===== src/rtl/scancode_mapper.sv =====
// Maps PS/2 set-2 scancodes to a character-ROM glyph address and an RGB colour,
// tracking break/extended prefixes with an abandon timeout.
module scancode_mapper #(
    parameter int ADDR_W      = 6,
    parameter int STRIDE_LOG2 = 4,
    parameter int COLOR_MODE  = 0,
    parameter int TO_W        = 20
) (
    input  logic              vga_clk,
    input  logic              reset,
    input  logic              flag,
    input  logic [7:0]        scancode,
    output logic [ADDR_W-1:0] start_address_out,
    output logic              char_enable,
    output logic [2:0]        RGB,
    output logic              key_valid,
    output logic              timeout
);

    typedef enum logic [1:0] {IDLE, BRK, EXT, EXT_BRK} state_t;

    // The abandon fires on the edge that would bring the counter to all-ones,
    // giving 2^TO_W-1 waiting cycles after the prefix was accepted.
    localparam logic [TO_W-1:0] TO_LAST = ~TO_W'(1);

    state_t              r_state;
    logic [TO_W-1:0]     r_count;
    logic                r_flag_q;
    logic [1:0]          r_idx;
    logic [ADDR_W-1:0]   r_addr;
    logic                r_char_en;
    logic [2:0]          r_rgb;
    logic                r_key_valid;
    logic                r_timeout;

    logic                w_strobe;
    logic                w_char_hit;
    logic [1:0]          w_char_idx;
    logic [2:0]          w_rgb_make;

    assign w_strobe = flag & ~r_flag_q;

    always_comb begin
        w_char_hit = 1'b1;
        w_char_idx = 2'd0;
        case (scancode)
            8'h2B:   w_char_idx = 2'd0;
            8'h15:   w_char_idx = 2'd1;
            8'h33:   w_char_idx = 2'd2;
            8'h22:   w_char_idx = 2'd3;
            default: w_char_hit = 1'b0;
        endcase
    end

    // Unrecognised codes fall through to the current colour, so the make path can assign unconditionally.
    always_comb begin
        w_rgb_make = r_rgb;
        case (scancode)
            8'h2D:   w_rgb_make = (COLOR_MODE == 1) ? (r_rgb ^ 3'b100) : 3'b100;
            8'h34:   w_rgb_make = (COLOR_MODE == 1) ? (r_rgb ^ 3'b010) : 3'b010;
            8'h32:   w_rgb_make = (COLOR_MODE == 1) ? (r_rgb ^ 3'b001) : 3'b001;
            8'h44:   w_rgb_make = 3'b000;
            8'h23:   w_rgb_make = 3'b111;
            default: w_rgb_make = r_rgb;
        endcase
    end

    always_ff @(posedge vga_clk or negedge reset) begin
        if (!reset) begin
            r_state     <= IDLE;
            r_count     <= '0;
            r_flag_q    <= 1'b0;
            r_idx       <= 2'd0;
            r_addr      <= '0;
            r_char_en   <= 1'b0;
            r_rgb       <= 3'b000;
            r_key_valid <= 1'b0;
            r_timeout   <= 1'b0;
        end else begin
            r_flag_q    <= flag;
            r_key_valid <= 1'b0;
            r_timeout   <= 1'b0;
            if (w_strobe) begin
                r_count <= '0;
                case (r_state)
                    IDLE: begin
                        if (scancode == 8'hF0) begin
                            r_state <= BRK;
                        end else if (scancode == 8'hE0) begin
                            r_state <= EXT;
                        end else begin
                            r_rgb <= w_rgb_make;
                            if (w_char_hit) begin
                                r_idx       <= w_char_idx;
                                r_addr      <= ADDR_W'(w_char_idx) << STRIDE_LOG2;
                                r_char_en   <= 1'b1;
                                r_key_valid <= 1'b1;
                            end
                        end
                    end
                    BRK: begin
                        // Only releasing the key currently on screen blanks it.
                        if (w_char_hit && (w_char_idx == r_idx) && r_char_en)
                            r_char_en <= 1'b0;
                        r_state <= IDLE;
                    end
                    EXT: begin
                        r_state <= (scancode == 8'hF0) ? EXT_BRK : IDLE;
                    end
                    default: begin
                        r_state <= IDLE;
                    end
                endcase
            end else if (r_state == IDLE) begin
                r_count <= '0;
            end else if (r_count == TO_LAST) begin
                r_state   <= IDLE;
                r_count   <= '0;
                r_timeout <= 1'b1;
            end else begin
                r_count <= r_count + TO_W'(1);
            end
        end
    end

    assign start_address_out = r_addr;
    assign char_enable       = r_char_en;
    assign RGB               = r_rgb;
    assign key_valid         = r_key_valid;
    assign timeout           = r_timeout;

endmodule


===== config.mk =====
export PLATFORM = sky130hd
export DESIGN_NAME = scancode_mapper
export DESIGN_NICKNAME = d
export VERILOG_FILES = /design/src/rtl/scancode_mapper.sv
export SDC_FILE = /design/constraint.sdc
export NUM_CORES = 1
export LEC_CHECK = 0
export CORE_MARGIN = 8
export CORE_UTILIZATION = 40
export DETAILED_ROUTE_END_ITERATION = 16
export GPL_TIMING_DRIVEN = 0
export HOLD_SLACK_MARGIN = 0.1
export PLACE_DENSITY = 0.65
export SLEW_MARGIN = 20
export SYNTH_ARGS = -nofsm -noshare
export SYNTH_HDL_FRONTEND = slang
export SYNTH_SLANG_ARGS = --single-unit

===== constraint.sdc =====
create_clock -name vga_clk -period 4.4 [get_ports vga_clk]
set_clock_uncertainty 0.1 [all_clocks]
set_input_delay 0.44 -clock vga_clk [delete_from_list [all_inputs] [get_ports vga_clk]]
set_output_delay 0.44 -clock vga_clk [all_outputs]
set_load 0.02 [all_outputs]

# Word level (Yosys, flattened, before mapping)
# Cells that the tools add are included.
totals:
  out_inout_bits: 12
  regBits: 31
  inputBits: 11
  word_cells: 71
classes:
  reduce_logical: 11
  add_sub_neg: 1
  n_eq_ne: 21
  bitwise: 4
  mux: 26
ops:
  columns: ["op", "count"]
  rows:
  - ["$mux W20", 3]
  - ["$eq A8 B6 Y1 const B", 7]
  - ["$add A20 B1 Y20 const B", 1]
  - ["$eq A20 B20 Y1 const B", 1]
  - ["$eq A8 B8 Y1 const B", 2]
  - ["$pmux W3 S5", 1]
  - ["$mux W1", 13]
  - ["$mux W2", 6]
  - ["$ne A2 B2 Y1 const B", 5]
  - ["$reduce_and A5 Y1", 2]
  - ["$eq A8 B5 Y1 const B", 1]
  - ["$eq A8 B7 Y1 const B", 1]
  - ["$pmux W2 S3", 1]
  - ["$reduce_and A6 Y1", 1]
  - ["$reduce_bool A5 Y1", 1]
  - ["$pmux W2 S2", 1]
  - ["$reduce_bool A2 Y1", 2]
  - ["$reduce_or A4 Y1", 1]
  - ["$ne A3 B3 Y1 const B", 1]
  - ["$not A1 Y1", 3]
  - ["$reduce_and A3 Y1", 1]
  - ["$eq A2 B1 Y1 const B", 1]
  - ["$eq A2 B2 Y1", 1]
  - ["$eq A2 B2 Y1 const B", 1]
  - ["other kinds (4)", 5]

# Depth between registers and ports, before layout
# Gate-level depths: netlist (run 1).
logic_depth:
  ltp_word: 8
  depth_mapped: 6

# Worst setup path after synthesis (run 1)
# Ideal clock, no wire load.
synth_timing:
  path_kind: "input to register"
  startpoint: "input scancode[3]"
  endpoint: "register r_char_en (netlist: char_enable)"
  path_slack_ns: 2.570
  n_path_buf: 1
  path_stages: 6
  arrival_ns: 1.604
  t_required_ns: 4.174
  cell_sequence: "buf_2 > nor4b_4 > and3_1 > a21oi_1 > o31a_1 > o32a_1"
synth_between:
  elab_chain_cells: 7
synth_lines:
  columns: ["element", "line", "rtl"]
  rows:
  - ["start: declaration", "12", "input logic [7:0] scancode,"]
  - ["$eq A8 B6 Y1 or $eq A8 B5 Y1 (tied branches)", "46", "case (scancode)"]
  - ["$pmux W2 S3 or $reduce_or A4 Y1 (tied branches)", null, null]
  - ["$eq A2 B2 Y1 or $mux W1 (tied branches)", "103, 46", null]
  - ["$logic_and A1 B1 Y1 (2 in series)", "103", "if (w_char_hit && (w_char_idx == r_idx) && r_char_en)"]
  - ["$ne A2 B2 Y1 (no line)", null, null]
  - ["$reduce_and A6 Y1 (no line) *", null, null]
  - ["end signal: assignment", "75", "r_char_en <= 1'b0;"]
  - ["end signal: assignment", "96", "r_char_en <= 1'b1;"]
  - ["end signal: assignment", "104", "r_char_en <= 1'b0;"]
  - ["end: declaration", "31", "logic r_char_en;"]
# Every way passes the cells marked *; elsewhere a longest branch is shown, timed or not.
# A chain may end at the register's enable or synchronous reset.

# Worst setup path in the final report (run 1)
layout_timing:
  startpoint: "input scancode[7]"
  endpoint: "register r_rgb[0] (netlist: RGB[0])"
layout_between:
  elab_chain_cells: 3
layout_lines:
  columns: ["element", "line", "rtl"]
  rows:
  - ["$eq A8 B6 Y1, or another cell as far along", "58", "case (scancode)"]
  - ["$reduce_bool A5 Y1 (no line) or $not A1 Y1 (tied branches)", null, null]
  - ["$reduce_and A5 Y1 (no line)", null, null]
  - ["end signal: assignment", "92", "r_rgb <= w_rgb_make;"]
  - ["end: declaration", "32", "logic [2:0] r_rgb;"]
# Parallel ways exist; a longest one is shown, timed or not.

==> results of run 1 <==
## stage by stage
step / area [um^2] / std cells / setup slack (ns) / total power [mW] / hold slack [ns]
6_report: 2088 / 259 / 2.238 / 0.5892 / 0.09766
5_1_grt: 2088 / 259 / 2.133 / 0.6143 / 0.1630
4_1_cts: 2088 / 259 / 2.228 / 0.5970 / 0.1297
3_5_place_dp: 1988 / 251 / 1.944 / 0.3564 / 0.3844
3_3_place_gp: 1993 / 251 / 1.955 / 0.3567 / 0.3803
2_1_floorplan: 1758 / 182 / 2.570 / 0.3270 / 0.04441
## final cells by class
type	instances	share of cell area [%]
Multi-Input combinational cell	140	44.10
Sequential cell	31	37.15
Timing Repair Buffer	17	7.909
Clock buffer	8	4.793
Tap cell	52	3.116
Buffer	8	2.397
Inverter	3	0.5392
## per-layer routing
layer	routed length (um)	track usage, %	vias up	share of wire [%]
li1	-	-	677	-
met1	1654	13.93	637	49
met2	1538	18.31	16	45
met3	134	3.501	7	3.9
met4	68	4.737	0	2.0
met5	0	0	-	0
## cell families (layout without fill, tap and decap cells)
kind of cell / Yosys count / after routing / synth area share (%)
simple gates: 89 / 89 / 29.37
buf+inv: 11 / 36 / 3.510
compound gates: 22 / 22 / 9.026
mux: 4 / 4 / 2.507
fa+ha+maj: 2 / 2 / 1.432
flops: 31 / 31 / 44.41
xor+xnor: 19 / 19 / 9.527
other cells: 1 / 4 / 0.2147
## state kept, by name (all words and copies together) (netlist names)
signal,count
timeout,1
start_address_out,2
r_flag_q,1
key_valid,1
RGB,3
r_count,20
char_enable,1
r_state,2
## placed cells by master, fill, tap and decap left out, types with 2 or more instances in the layout
master / count
o21ai_0: 5
nor3_1: 4
nor2b_1: 6
a21oi_1: 5
xnor2_1: 8
clkdlybuf4s50_1: 16
conb_1: 4
xor2_1: 11
ha_1: 2
buf_2: 5
nor4_1: 4
and4_1: 3
inv_1: 3
nor3b_1: 3
nor2_1: 26
nand4_1: 5
and3_1: 2
nand2_1: 12
mux2_1: 3
clkbuf_8: 7
buf_4: 4
nand3_2: 2
dfrtp_1: 31
nand3_1: 7
nor2_2: 3
a32o_1: 2
## how the worst max path moves through the flow
| stage | endpoint | cells past startpoint | startpoint |
|---|---|---|---|
| floorplan | char_enable | 6 | scancode[3] |
| global placement | RGB[0] | 6 | scancode[7] |
| CTS | RGB[0] | 6 | scancode[7] |
| global route | RGB[1] | 6 | scancode[7] |
| finish | RGB[0] | 6 | scancode[7] |
| detailed placement | RGB[0] | 6 | scancode[7] |
## critical path: stages
cell,delay [ns]
clkdlybuf4s50_1,0.60
nor3b_1,0.36
a31oi_2,0.16
nand2_2,0.15
o21bai_1,0.16
mux2_1,0.34
## power breakdown
group | switching [mW] | total [mW] | internal, mW
clock | 0.0962 | 0.239 | 0.142
sequential | 0.00349 | 0.293 | 0.289
combinational | 0.0328 | 0.0576 | 0.0248
total | 0.132 | 0.589 | 0.457
## Yosys cell counts, types with 4 or more instances
master   instances
nor4_1           4
dfrtp_1         31
nand4_1          5
nor3_1           4
a21oi_1          5
buf_2            4
xor2_1          11
nand3_1          7
nor2b_1          6
o21ai_0          5
buf_4            4
xnor2_1          8
nor2_1          26
nand2_1         12
==> results.md, run 1 <==
* Synth Instances at 179
* Post-CTS Setup Bufs at 0
* Crit end category: flop
* Congestion Overflow GR at 0
* Die Wd at approximately 82 um
* DR vias at 1337
* DP Wirelength at between 2000 and 3000 um
* Post-CTS sizing at 0
* Antenna Cells at 0
* Post-synth top area cell: dfrtp_1
* H-tree levels at 2
* Lkg Pwr at roughly 0.85 nW
* Max-slew violation count at 0
* Power Density at between 200 and 300 nW/um^2
* Filler cells at 421
* CTS sink cnt at 31
* Status: completed
* Crit path time final at 2.162 ns
* Worst Tran Pin Value at just under 0.7 ns
* Endpoints failing setup at 0
* Area grow syn2layout at 19.56%
* R2r startpoint: r_state[1]
* Footprint of the multi-input gates at 920.9 um^2
* Drt pass-1 iters at 4
* Startpoint type of the worst setup path: input port
* Synthesis-stage register bit count at 31
* Hold Buf Count CTS at 0
* Asr flop ratio synth at 100.0%
* Clock Latency Late Sink at around 0.28 ns
* DR WL/cell at around 13 um
* Vias in the first global route at 1336
* Initial Util at about two fifths
* Final cell utilization of the core at approximately half
* Maxcap violations at 0
* I/O Pins at 23
* Reg2Reg Setup Slack at roughly 2.5 ns
* WL final at approximately 3400 um
* Fin nets at around 220
* Num CTS Buffers at 5
* Worst r2r dst: start_address_out[4]
* Synthesized area per cell at just under 10 um^2
* Synth unique cells at 47
* Final hold vios at 0
* Routed Antenna Nets at 0
* Synth warnings at 0
* Critical Path RT at between 4 and 5 ns
* Core area at 4294 um^2
* Root Driver: clkbuf_8
* Worst-path maximum fanout at 7
* Clock tree buffer depth at 2
* Final TNS setup at 0 ns
* Clk slew on worst S/H paths at around 0.060 ns
* Unrepaired setup endpoints after global routing: false
* Prevailing post-synth register cell: dfrtp_1
* Worst min path class: in -> async
* Iteration-0 DRC Markers at 75
* Initial antenna violation count at 0
* Reg2reg path depth at 5
* Mapped cell area at approximately 1700 um^2
* Upper clock frequency limit at around 0.46 GHz
* Top cells by area, synth: dfrtp_1 (44%), nor2_1 (5.6%), xor2_1 (5.5%)
* Layout cell share with drive strength beyond 1 at between 10 and 15%
* Die Height at approximately 80 um
* Crit Path Class: in -> reg
* Top-area cell type share of the netlist area at between 40 and 50%
* Gr usage total at 11.43%
* Vias per inst at roughly 5.2
* VDD IR-drop max at around 0.00019 V
* CTS tree: built
* Period utilization at 49.13%
* Crit path DAT at approximately 2.2 ns
* DIE AREA at 6737 um^2
* Max-Slew Margin vs Limit at 54.56%
* IO Port Bufs at 17
* Rows at 24
* Seq/Total Area, Yosys at about 44%
* Number of flops mapped to enable cells by yosys at 0
* DR DRC count at 0
* Gpl congestion at between 0.8 and 0.9
* Largest net degree at the start of global routing at 32
* Register Area at ~780 um^2
* Global-route wire length before repair at around 6000 um
Note: power is estimated with default switching activity, not from simulation.
==> run 2, diff against run 1 <==
--- a/config.mk
+++ b/config.mk
@@ -10,7 +10,7 @@
 export DETAILED_ROUTE_END_ITERATION = 16
 export GPL_TIMING_DRIVEN = 0
 export HOLD_SLACK_MARGIN = 0.1
-export PLACE_DENSITY = 0.65
+export PLACE_DENSITY = 0.67
 export SLEW_MARGIN = 20
 export SYNTH_ARGS = -nofsm -noshare
 export SYNTH_HDL_FRONTEND = slang
==> constraint.sdc (replaced) <==
create_clock -name vga_clk -period 1.7 [get_ports vga_clk]
set_clock_uncertainty 0.1 [all_clocks]
set_input_delay 0.17 -clock vga_clk [delete_from_list [all_inputs] [get_ports vga_clk]]
set_output_delay 0.17 -clock vga_clk [all_outputs]
set_load 0.02 [all_outputs]
==> run 2 against run 1 <==
Sequential power grew to 2.6 times the previous value. Critical path depth down 1. First-iteration DRC count is 4.0% higher. Die area stayed put. Total power grew to 2.7 times the previous value. Clock-buffer cell count is 1 lower. Combinational power increased to 2.8 times the previous value. Cell count up 3.9%. Routed wire length is 14% higher. Clock power grew to 2.7 times the previous value. Non-clock buffer count rose by 10.
==> results.md, run 2 (synthesized netlist as in run 1, its figures left out) <==
* Status: completed
* Area grow syn2layout at 32.59%
* Fin Hold WS at between 0.2 and 0.25 ns
* Critical Path RT at approximately 1.8 ns
* Lkg Pwr at roughly 0.94 nW
* Iteration-0 DRC Markers at between 70 and 80
* Final hold vios at 0
* R2r startpoint: r_count[11]
* H-tree levels at 2
* Flip-flop count of the largest register after layout at 20
* I/O Pins at 23
* Reg2reg path depth at 5
* DR WL/cell at 14.38 um
* DP Wirelength at approximately 2600 um
* Max-Slew Margin vs Limit at between 50% and 60%
* Max-slew violation count at 0
* Worst min path class: in -> reg
* Initial antenna violation count at 0
* Crit path DAT at roughly 1.8 ns
* Hold wc startpoint: flag
* DIE AREA at just under 7000 um^2
* Num CTS Buffers at 5
* Clock share of power at 41.6%
* Hold EP: r_flag_q
* Worst Tran Pin Value at 0.6739 ns
* Reg2Reg Setup Slack at between 0.015 and 0.02 ns
* Crit path time final at 1.681 ns
* Final Power at between 1.5 and 2 mW
* Endpoints failing setup at 0
* Upper clock frequency limit at roughly 0.6 GHz
* IO Port Bufs at 17
* Sequential Power Share at 48.3%
* Clock Latency Late Sink at around 0.29 ns
* Sw Ratio at approximately a quarter
* Internal power at between 1 and 1.5 mW
* Period utilization at between 90% and 100%
* DR DRC count at 0
* Clock tree buffer depth at 2
* CTS tree: built
* Fin nets at between 200 and 250
* Largest Register: r_count
* Largest net degree at the start of global routing at 32
* Core area at 4294 um^2
* Most common cell after layout, fill and taps aside: dfrtp_1
* Filler cells at between 400 and 500
* Vias per inst at 5.223
* Crit end category: flop
* Die Wd at 82.08 um
* Initial Util at 40.68%
* Congestion Overflow GR at 0
* Global-route wire length before repair at between 6000 and 7000 um
* Gpl congestion at 0.7464
* Drt pass-1 iters at 4
* Vias in the first global route at 1381
* Unrepaired setup endpoints after global routing: true
* Gr usage total at approximately 12%
* Psw at between 0.3 and 0.4 mW
* Die Height at ~82 um
* Antenna Cells at 0
* Power Density at about 680 nW/um^2
* Hold depth at 1
* CTS sink cnt at 31
* Clk slew on worst S/H paths at around 0.070 ns
* Layout cell share with drive strength beyond 1 at a little over a quarter
* Most used cells in the layout excluding fill and tap cells: dfrtp_1 (27), nor2_1 (25), buf_4 (15), nand2_1 (12), xor2_1 (11)
* Combinational fraction of design power at 10.1%
* DR vias at 1405
* Root Driver: clkbuf_8
* Routed Antenna Nets at 0
* VDD IR-drop max at 0.0004333 V
* Worst r2r dst: r_count[18]
* Crit Path Class: reg -> reg
* CP startpoint: r_count[11]
* WL final at between 3000 and 4000 um
* Worst-path maximum fanout at 4
* Startpoint type of the worst setup path: flop
* Rows at 24
* Maxcap violations at 0
-- run 2: cell count changes in the layout (fill, tap and decap cells not counted), sizes merged --
cell / before / now
clkinvlp: 0 / 1
dlygate4sd3: 0 / 1
buf: 9 / 17
dlygate4sd2: 0 / 7
clkdlybuf4s50: 16 / 9
-- run 2: cell type report --
cell class | count | area (um^2) | share of cell area, %
sequential | 31 | 780.7 | 33.71
buffer | 8 | 57.56 | 2.485
timing repair buffer | 27 | 234.0 | 10.10
clock buffer | 7 | 96.34 | 4.160
inverter | 3 | 11.26 | 0.4862
tap | 52 | 65.06 | 2.809
multi-input combinational | 140 | 1064 | 45.92
clock inverter | 1 | 7.507 | 0.3241
-- run 2: through the flow --
step | worst slack (ns) | std cells | TNS (ns) | utilization (%) | instance area (um^2)
6_report | 0.01876 | 269 | 0 | 53.93 | 2316
5_1_grt | -0.04221 | 269 | -0.2078 | 53.93 | 2316
4_1_cts | 0.01097 | 268 | 0 | 51.69 | 2220
3_5_place_dp | -0.4886 | 251 | -5.908 | 46.88 | 2013
3_3_place_gp | -0.5127 | 251 | -13.47 | 47.00 | 2018
2_1_floorplan | 0.001248 | 182 | 0 | - | 1783
-- run 2: worst max-delay path by stage --
stage | cells after the start | slack, ns | end
detailed placement | 6 | -0.49 | RGB[0]
global route | 5 | -0.04 | r_count[16]
floorplan | 6 | 0.001 | r_count[18]
CTS | 5 | 0.01 | RGB[1]
finish | 5 | 0.02 | r_count[18]
global placement | 6 | -0.51 | RGB[0]
-- run 2: repair_timing --
item,CTS,global route
endpoints found under the setup margin,8,25
endpoints found under the hold margin,31,0
pin swaps,4,2
gates resized for setup,17,20
buffers inserted,8,1
hold buffers,1,0
-- run 2: routing by layer --
layer | vias to the layer above | global-route usage (%) | part of all wire (%)
met3 | 5 | 3.501 | 4.0
met5 | - | 0 | 0
met2 | 27 | 19.18 | 47
li1 | 699 | - | -
met4 | 0 | 7.368 | 2.0
met1 | 674 | 15.25 | 47
-- run 2: critical path: stages (launching register included) --
cell and delay [ns]:
dfrtp_1 0.41, nand4_4 0.16, or4_4 0.62, nor2_4 0.12, xnor2_2 0.11, nor2_1 0.05
-- run 2: power groups by stage --
stage,clock network [mW],logic (mW),registers (mW)
global route,0.705,0.174,0.759
CTS,0.677,0.158,0.758
global placement,0,0.155,0.772
finish,0.652,0.159,0.758
floorplan,0,0.0676,0.781
detailed placement,0,0.155,0.772
